## config.mk

```make
export PLATFORM = sky130hd
export DESIGN_NAME = ex_mem_stage
export DESIGN_NICKNAME = d
export VERILOG_FILES = /design/src/rtl/cpu_pkg.sv /design/src/rtl/skid_buffer.sv /design/src/rtl/ex_mem_stage.sv
export SDC_FILE = /design/constraint.sdc
export NUM_CORES = 1
export LEC_CHECK = 0
export CORE_UTILIZATION = 45
export CTS_BUF_LIST = sky130_fd_sc_hd__clkbuf_4
export DETAILED_ROUTE_END_ITERATION = 7
export PLACE_DENSITY = 0.84
export SLEW_MARGIN = 20
export SYNTH_ARGS = -nofsm -noshare
export SYNTH_HDL_FRONTEND = slang
export SYNTH_SLANG_ARGS = --single-unit
```

## constraint.sdc

```tcl
create_clock -name clk -period 4.8 [get_ports clk]
set_input_delay 0.96 -clock clk [delete_from_list [all_inputs] [get_ports clk]]
set_output_delay 0.96 -clock clk [all_outputs]
set_load 0.02 [all_outputs]
```

## src/rtl/cpu_pkg.sv

```systemverilog
// Shared CPU definitions for the EX/MEM pipeline stage.
//   - ALUCtrl encodings driven to the ALU
//   - EX-stage trap FSM state type
//   - EX/MEM payload struct carried through the skid buffer
package cpu_pkg;

  localparam int unsigned CPU_DW = 32;
  localparam int unsigned CPU_RW = 5;

  localparam logic [2:0] ALU_AND  = 3'b000;
  localparam logic [2:0] ALU_OR   = 3'b001;
  localparam logic [2:0] ALU_SLT  = 3'b011;
  localparam logic [2:0] ALU_ADD  = 3'b100;
  localparam logic [2:0] ALU_ADDU = 3'b101;
  localparam logic [2:0] ALU_SUB  = 3'b110;

  typedef enum logic {
    RUN       = 1'b0,
    TRAP_HOLD = 1'b1
  } exstate_t;

  typedef struct packed {
    logic [CPU_DW-1:0] c;
    logic [CPU_DW-1:0] store_data;
    logic [CPU_DW-1:0] pc;
    logic [CPU_RW-1:0] rd;
    logic              reg_write;
    logic              mem_read;
    logic              mem_write;
  } ex_payload_t;

  // Signed add/sub are the only ops whose overflow is architecturally visible.
  function automatic logic is_signed_arith(input logic [2:0] ctrl);
    return (ctrl == ALU_ADD) || (ctrl == ALU_SUB);
  endfunction

endpackage

```

## src/rtl/skid_buffer.sv

```systemverilog
// Generic 2-entry valid/ready skid buffer.
//   i_push/i_push_data : enqueue request (caller guarantees room)
//   i_pop_ready        : consumer accepts head this cycle
//   i_flush            : synchronous kill of both entries, wins over push
//   o_out_valid/o_out_data : head (MAIN) entry
//   o_skid_valid_nxt   : next-state SKID occupancy, lets the caller register ready
module skid_buffer #(
  parameter int unsigned W = 8
) (
  input  logic         clk,
  input  logic         rst_n,
  input  logic         i_flush,
  input  logic         i_push,
  input  logic [W-1:0] i_push_data,
  input  logic         i_pop_ready,
  output logic         o_out_valid,
  output logic [W-1:0] o_out_data,
  output logic         o_skid_valid_nxt
);

  logic         r_main_v;
  logic         r_skid_v;
  logic [W-1:0] r_main;
  logic [W-1:0] r_skid;

  logic w_pop;
  logic w_main_v_nxt;
  logic w_skid_v_nxt;
  logic w_main_from_in;
  logic w_main_from_skid;
  logic w_skid_from_in;

  always_comb begin
    w_pop            = r_main_v && i_pop_ready;
    w_main_v_nxt     = r_main_v;
    w_skid_v_nxt     = r_skid_v;
    w_main_from_in   = 1'b0;
    w_main_from_skid = 1'b0;
    w_skid_from_in   = 1'b0;
    if (i_flush) begin
      w_main_v_nxt = 1'b0;
      w_skid_v_nxt = 1'b0;
    end else if (!r_main_v) begin
      w_main_v_nxt   = i_push;
      w_main_from_in = i_push;
    end else if (w_pop) begin
      if (r_skid_v) begin
        // SKID promotes to head; a concurrent push refills SKID.
        w_main_from_skid = 1'b1;
        w_skid_v_nxt     = i_push;
        w_skid_from_in   = i_push;
      end else begin
        w_main_v_nxt   = i_push;
        w_main_from_in = i_push;
      end
    end else if (i_push && !r_skid_v) begin
      w_skid_v_nxt   = 1'b1;
      w_skid_from_in = 1'b1;
    end
  end

  always_ff @(posedge clk or negedge rst_n) begin
    if (!rst_n) begin
      r_main_v <= 1'b0;
      r_skid_v <= 1'b0;
      r_main   <= '0;
      r_skid   <= '0;
    end else begin
      r_main_v <= w_main_v_nxt;
      r_skid_v <= w_skid_v_nxt;
      if (w_main_from_skid) begin
        r_main <= r_skid;
      end else if (w_main_from_in) begin
        r_main <= i_push_data;
      end
      if (w_skid_from_in) begin
        r_skid <= i_push_data;
      end
    end
  end

  assign o_out_valid      = r_main_v;
  assign o_out_data       = r_main;
  assign o_skid_valid_nxt = w_skid_v_nxt;

endmodule

```

## src/rtl/ex_mem_stage.sv

```systemverilog
// EX/MEM pipeline stage downstream of the 32-bit ALU.
// Captures ALU result and control bits into a 2-entry skid buffer, resolves
// BEQ from the zero flag (one-cycle redirect pulse), and raises a precise
// overflow trap for signed add/sub (exc level held until exc_ack).
//   in_valid/in_ready   : EX handshake, in_ready registered
//   alu_*, pc, rd, ...  : instruction fields captured on accept
//   out_valid/out_ready : MEM handshake, out_* are the head entry
//   redirect/redirect_pc: taken-branch pulse and target
//   exc/epc/exc_ack     : overflow trap and handler acknowledge
//   flush               : kills buffered entries and the same-cycle accept
module ex_mem_stage
  import cpu_pkg::*;
#(
  parameter int unsigned DW      = CPU_DW,
  parameter int unsigned RW      = CPU_RW,
  parameter logic        TRAP_EN = 1'b1
) (
  input  logic          clk,
  input  logic          rst_n,
  input  logic          in_valid,
  output logic          in_ready,
  input  logic [2:0]    alu_ctrl,
  input  logic [DW-1:0] alu_c,
  input  logic          alu_zf,
  input  logic          alu_of,
  input  logic [DW-1:0] pc,
  input  logic [RW-1:0] rd,
  input  logic          reg_write,
  input  logic          mem_read,
  input  logic          mem_write,
  input  logic          is_beq,
  input  logic [DW-1:0] store_data,
  input  logic [DW-1:0] br_target,
  input  logic          flush,
  output logic          out_valid,
  input  logic          out_ready,
  output logic [DW-1:0] out_c,
  output logic [DW-1:0] out_store_data,
  output logic [DW-1:0] out_pc,
  output logic [RW-1:0] out_rd,
  output logic          out_reg_write,
  output logic          out_mem_read,
  output logic          out_mem_write,
  output logic          redirect,
  output logic [DW-1:0] redirect_pc,
  output logic          exc,
  output logic [DW-1:0] epc,
  input  logic          exc_ack
);

  exstate_t      r_state;
  logic          r_in_ready;
  logic          r_redirect;
  logic [DW-1:0] r_redirect_pc;
  logic          r_exc;
  logic [DW-1:0] r_epc;

  logic        w_accept;
  logic        w_trap;
  logic        w_take;
  logic        w_skid_v_nxt;
  ex_payload_t w_in_pl;
  ex_payload_t w_out_pl;

  // A flushed cycle discards the accept entirely: no enqueue, trap or redirect.
  assign w_accept = in_valid && r_in_ready && !flush;
  assign w_trap   = TRAP_EN && alu_of && is_signed_arith(alu_ctrl);
  assign w_take   = is_beq && (alu_ctrl == ALU_SUB) && alu_zf && !w_trap;

  always_comb begin
    w_in_pl            = '0;
    w_in_pl.c          = alu_c;
    w_in_pl.store_data = store_data;
    w_in_pl.pc         = pc;
    w_in_pl.rd         = rd;
    w_in_pl.reg_write  = reg_write && !w_trap;
    w_in_pl.mem_read   = mem_read  && !w_trap;
    w_in_pl.mem_write  = mem_write && !w_trap;
  end

  skid_buffer #(
    .W($bits(ex_payload_t))
  ) u_skid (
    .clk             (clk),
    .rst_n           (rst_n),
    .i_flush         (flush),
    .i_push          (w_accept),
    .i_push_data     (w_in_pl),
    .i_pop_ready     (out_ready),
    .o_out_valid     (out_valid),
    .o_out_data      (w_out_pl),
    .o_skid_valid_nxt(w_skid_v_nxt)
  );

  // in_ready is computed from next-state SKID occupancy and next FSM state so
  // the registered value is exact in the cycle it is used.
  always_ff @(posedge clk or negedge rst_n) begin
    if (!rst_n) begin
      r_state       <= RUN;
      r_in_ready    <= 1'b0;
      r_redirect    <= 1'b0;
      r_redirect_pc <= '0;
      r_exc         <= 1'b0;
      r_epc         <= '0;
    end else begin
      r_redirect <= w_accept && w_take;
      if (w_accept && w_take) begin
        r_redirect_pc <= br_target;
      end
      case (r_state)
        RUN: begin
          if (w_accept && w_trap) begin
            r_state    <= TRAP_HOLD;
            r_exc      <= 1'b1;
            r_epc      <= pc;
            r_in_ready <= 1'b0;
          end else begin
            r_in_ready <= !w_skid_v_nxt;
          end
        end
        TRAP_HOLD: begin
          if (exc_ack) begin
            r_state    <= RUN;
            r_exc      <= 1'b0;
            r_in_ready <= !w_skid_v_nxt;
          end else begin
            r_in_ready <= 1'b0;
          end
        end
        default: begin
          r_state    <= RUN;
          r_in_ready <= 1'b0;
        end
      endcase
    end
  end

  assign in_ready       = r_in_ready;
  assign redirect       = r_redirect;
  assign redirect_pc    = r_redirect_pc;
  assign exc            = r_exc;
  assign epc            = r_epc;
  assign out_c          = w_out_pl.c;
  assign out_store_data = w_out_pl.store_data;
  assign out_pc         = w_out_pl.pc;
  assign out_rd         = w_out_pl.rd;
  assign out_reg_write  = w_out_pl.reg_write;
  assign out_mem_read   = w_out_pl.mem_read;
  assign out_mem_write  = w_out_pl.mem_write;

endmodule

```

# --- Word level (Yosys, flattened, before mapping) ---
# Cells that the tools add are included.
op_classes:
  n_eq_ne: 4
  muxes: 32
  bitwise_logic: 1
  n_reduce_logical: 21
ops:
  columns: ["operator", "count"]
  rows:
  - ["2-to-1 mux 104 bit", 2]
  - ["2-to-1 mux 1 bit", 27]
  - ["logical AND 1 bit", 13]
  - ["equality test 3 bit (second input constant)", 2]
  - ["case mux 1 bit (2 select lines)", 3]
  - ["logical NOT 1 bit", 4]
  - ["!= test 2 bit (second input constant)", 2]
  - ["AND reduction 2 bit", 2]
  - ["nonzero test 2 bit", 1]
  - ["logical OR 1 bit", 1]
  - ["NOT 1 bit", 1]
word_totals:
  ff_bits: 278
  in_bits: 148
  out_inout_bits: 172
  wordCells: 68

# --- Logic depth before layout (Yosys ltp) ---
depth:
  ltp_word: 10
  depth_mapped: 6
  mapped_depth_nobuf: 3

# --- Modules after synthesis ---
# A second synthesis with hierarchy kept.
unflattened:
  cells_unflattened: 724
  area_unflattened_um2: 11775.0
by_module_without_submodules:
  columns: ["mod", "instances", "cells_each", "area_each_um2", "seq_area_each_um2"]
  rows:
  - ["skid_buffer", 1, 569, 9105.0, 5255.0]
  - ["ex_mem_stage", 1, 155, 2670.1, 1701.6]

# --- Worst setup path before layout ---
# No wires, ideal clock.
synth_path:
  path_type: "in2reg"
  from: "in out_ready"
  to: "reg u_skid.r_skid[100]"
  setup_ns: 0.127
  arrival_ns: 2.256
  required_ns: 4.673
  setup_slack_ns: 2.417
  cell_stages: 6
  n_path_buf: 3
  cell_sequence: "buf_2 xor2_1 nor4b_4 buf_4 buf_6 mux2_1"
synth_via:
  elab_chain_len: 4
synth_rtl:
  columns: ["element", "line_no", "text"]
  rows:
  - ["start, declared", "ex_mem_stage.sv:36", "input logic out_ready,"]
  - ["logical AND 1 bit", "skid_buffer.sv:34", "w_pop = r_main_v && i_pop_ready;"]
  - ["2-to-1 mux 1 bit", "skid_buffer.sv:46", "end else if (w_pop) begin"]
  - ["2-to-1 mux 1 bit", "skid_buffer.sv:43", "end else if (!r_main_v) begin"]
  - ["2-to-1 mux 1 bit", "skid_buffer.sv:40", "if (i_flush) begin"]
  - ["end signal, assigned", "skid_buffer.sv:77", "r_skid <= i_push_data;"]
  - ["end, declared", "skid_buffer.sv:24", "logic [W-1:0] r_skid;"]
# No other way between the ends.
# A chain may end at the register's enable or synchronous reset.

# --- Worst setup path after layout ---
layout_path:
  from: "in flush"
  to: "reg u_skid.r_main[97] (netlist: u_skid.o_out_data[97])"
layout_via:
  elab_chain_len: 7
  word_cells_on_any_way: 9
  classes_between: "mux (6); reduce/logical (3)"
layout_rtl:
  columns: ["element", "line_no", "text"]
  rows:
  - ["start, declared", "ex_mem_stage.sv:34", "input logic flush,"]
  - ["logical NOT 1 bit", "ex_mem_stage.sv:66", "assign w_accept = in_valid && r_in_ready && !flush;"]
  - ["logical AND 1 bit", "ex_mem_stage.sv:66", null]
  - ["2-to-1 mux 1 bit", "skid_buffer.sv:47", "if (r_skid_v) begin"]
  - ["2-to-1 mux 1 bit", "skid_buffer.sv:46", null]
  - ["2-to-1 mux 1 bit", "skid_buffer.sv:43", null]
  - ["2-to-1 mux 1 bit", "skid_buffer.sv:40", null]
  - ["nonzero test 2 bit (no line)", null, null]
  - ["end signal, assigned", "skid_buffer.sv:72", "r_main <= r_skid;"]
  - ["end signal, assigned", "skid_buffer.sv:74", "r_main <= i_push_data;"]
  - ["end, declared", "skid_buffer.sv:23", "logic [W-1:0] r_main;"]
# Parallel ways exist; a longest one is shown, timed or not.

==> flow_summary.toml <==
[outcome]
status = "finished, final reports clean"

[job]
drv_cap = 0

[timing]
finalClockSkew_ps = 50.1
hold_violations = 0
setup_viol = 0
period_needed_ps = 3000
slew_headroom_pct = 33.9
drv_slew = 0
tightest_slew_ps = 992
finalSetupTns_ps = 0
finalCritPeriodShare_pct = 62.6
rsz0062_at_grt = "no"
fin_ws_ps = 1800
fmax_mhz = 333

[hold_path]
hold_class = "input pin to asynchronous set/reset pin"

[die]
rows = 59
start_util_pct = 45.8
die_y_um = 165
coreArea_um2 = 26100
die_w_um = 165
die_area_um2 = 27200
ios = 320

[grt]
track_usage_pct = 19.9
globalRoute.totalOverflow = 0
grt_pass1_vias = 8083
grt_max_degree = 128
antenna_found_initial = 2
grt_first_pass_wirelength_um = 42000

[setup_path]
critPathBufInv = 2
max_stage_delay_ps = 770
criticalPathCategory = "input pin to register"
path_cells = "clkdlybuf4s50_1 > nand4b_4 > buf_12 > mux2_1 > mux2_2"
crit_slowest_cell = "nand4b_4"
crit_family = "buffers and inverters"
cp.required_ps = 5320
critical_path_arrival_ps = 3520
start_kind = "input pin"
ff2ff_setup_slack_ps = 2370
path_max_fanout = 56
end_kind = "register"

[yosys]
yosys.area.top_type = "dfrtp_1"
syn_inst = 732
ys_warn_count = 0
synth_compound_area_share_pct = 0.797
syn-num-nets = 880
async_flop_share_pct = 100
yosysMostFrequentCell = "dfrtp_1"
synthSimpleGateAreaFrac_pct = 1.74
synthMuxAreaShare_pct = 35.8
synthAdderAreaFrac_pct = 0
postSynthAreaPerCell_um2 = 16.3
synthXorXnorAreaFrac_pct = 0.0734
synth_cell_type_count = 35
synth_area_um2 = 11900
synth_area_leaders = "dfrtp_1 58%, mux2_2 25%, mux2_1 7.3%"
ys_seq_area_share_pct = 58.3
synth_top_area_share_pct = 58.3
ys.flop_type = "dfrtp_1"
synth_enable_flop_cells = 0
synth_commonest_cells = "278 x dfrtp_1, 260 x mux2_2, 77 x mux2_1"
synth_seq_cells = 278
synth_top_family_by_area = "multiplexers"

[routing]
drc_errors = 0
wire_per_inst_um = 18.2
first_iter_violations = 202
vias = 7418
ant_nets = 0
wirelength_um = 26800
drtPass1Iterations = 4
drt-vias-per-instance = 5.03

[clock_network]
post-cts-setup-buffer-count = 0
cts_hold_buffers = 0
cts_tree = "done"
clk_pin_slew_ps = 60
cts.sinks = 278
h-tree-depth = 3
root_buffer = "clkbuf_4"
numCtsBuffers = 74
cts_resized = 0
clock_latency_ps = 670
clockBufferDepth = 3

[placement]
dp_slack_ps = 1130
io_buffers = 319
place_hpwl_um = 17500
place_congestion = 0.749

[final_layout]
area_delta_synth_final_pct = 36.3
fin_nets = 1241
drive_gt1_share_pct = 37.0

[power]
peakVddDrop_uv = 271
powerDensity_nw_per_um2 = 456
leakage_nw = 7.10
[kinds of logic after synthesis]
group,after synthesis
buf+inv,48
compound gates,12
simple gates,23
mux,370
flops,278
xor+xnor,1
[area by class of cell]
type                       instances  area, µm²
inverter                           4       15.0
multi-input combinational        406       4590
fill                            1941       9800
tap                              335        419
sequential                       278       6960
antenna                            4       10.0
timing repair buffer             329       3340
clock buffer                     103        773
clock inverter                    15        155
[layer usage]
| metal | part of all wire (%) | up-vias | global-route usage (%) | routed length [µm] |
|---|---|---|---|---|
| li1 | - | 3379 | - | - |
| met1 | 40 | 3693 | 23.6 | 10700 |
| met2 | 47 | 284 | 31.5 | 12600 |
| met3 | 10 | 62 | 8.84 | 2780 |
| met4 | 2.7 | 0 | 8.05 | 734 |
| met5 | 0 | - | 0 | 0 |
[state kept, by name (all words and copies together) (netlist names)]
name and cells:
u_skid.r_skid 104, exc 1, u_skid.o_out_valid 1, epc 32, redirect 1, u_skid.r_skid_v 1, redirect_pc 32, r_state 1
u_skid.o_out_data 104, in_ready 1
[where the power goes]
| part | internal [mW] | switching (mW) |
|---|---|---|
| clock network | 1.15 | 0.967 |
| registers | 2.97 | 0.318 |
| logic | 1.14 | 0.865 |
[worst register-to-register path, cell delays in order (launching register included)]
cell and delay [ps]:
dfrtp_1 530, nand4b_4 630, buf_12 480, mux2_1 390, mux2_2 260
[metrics by stage]
step	total power, mW	hold WS (ps)	instance area (µm²)	cells	utilization (%)
3_3_place_gp	5.27	462	15300	1352	58.8
6_report	7.41	369	16300	1474	62.4
4_1_cts	7.52	387	16200	1470	62.4
2_1_floorplan	4.32	450	11900	732	-
3_5_place_dp	5.35	467	15300	1352	58.8
5_1_grt	7.82	401	16300	1473	62.4
[path summary, 6_finish.rpt]
kind	startpoint	to	depth (start not counted)
worst max-delay path	flush	u_skid.o_out_data[97]	5
worst min-delay path	rst_n	u_skid.r_skid[94]	1
worst max register to register	u_skid.o_out_valid	u_skid.o_out_data[97]	4
worst min register to register	u_skid.r_skid[50]	u_skid.r_skid[50]	1
max in group asynchronous	rst_n	u_skid.r_skid[48]	2
min in group clk	u_skid.r_skid[50]	u_skid.r_skid[50]	1
[cell usage in the layout, fill, tap and decap left out, types with 5 or more instances in the layout]
cell type          n
clkdlybuf4s50_1  318
dfrtp_1          278
mux2_2           260
clkbuf_4         103
mux2_1            77
mux2_4            30
clkinv_1           8
buf_4              5
buf_12             5
(Power assumes the default switching activity.)
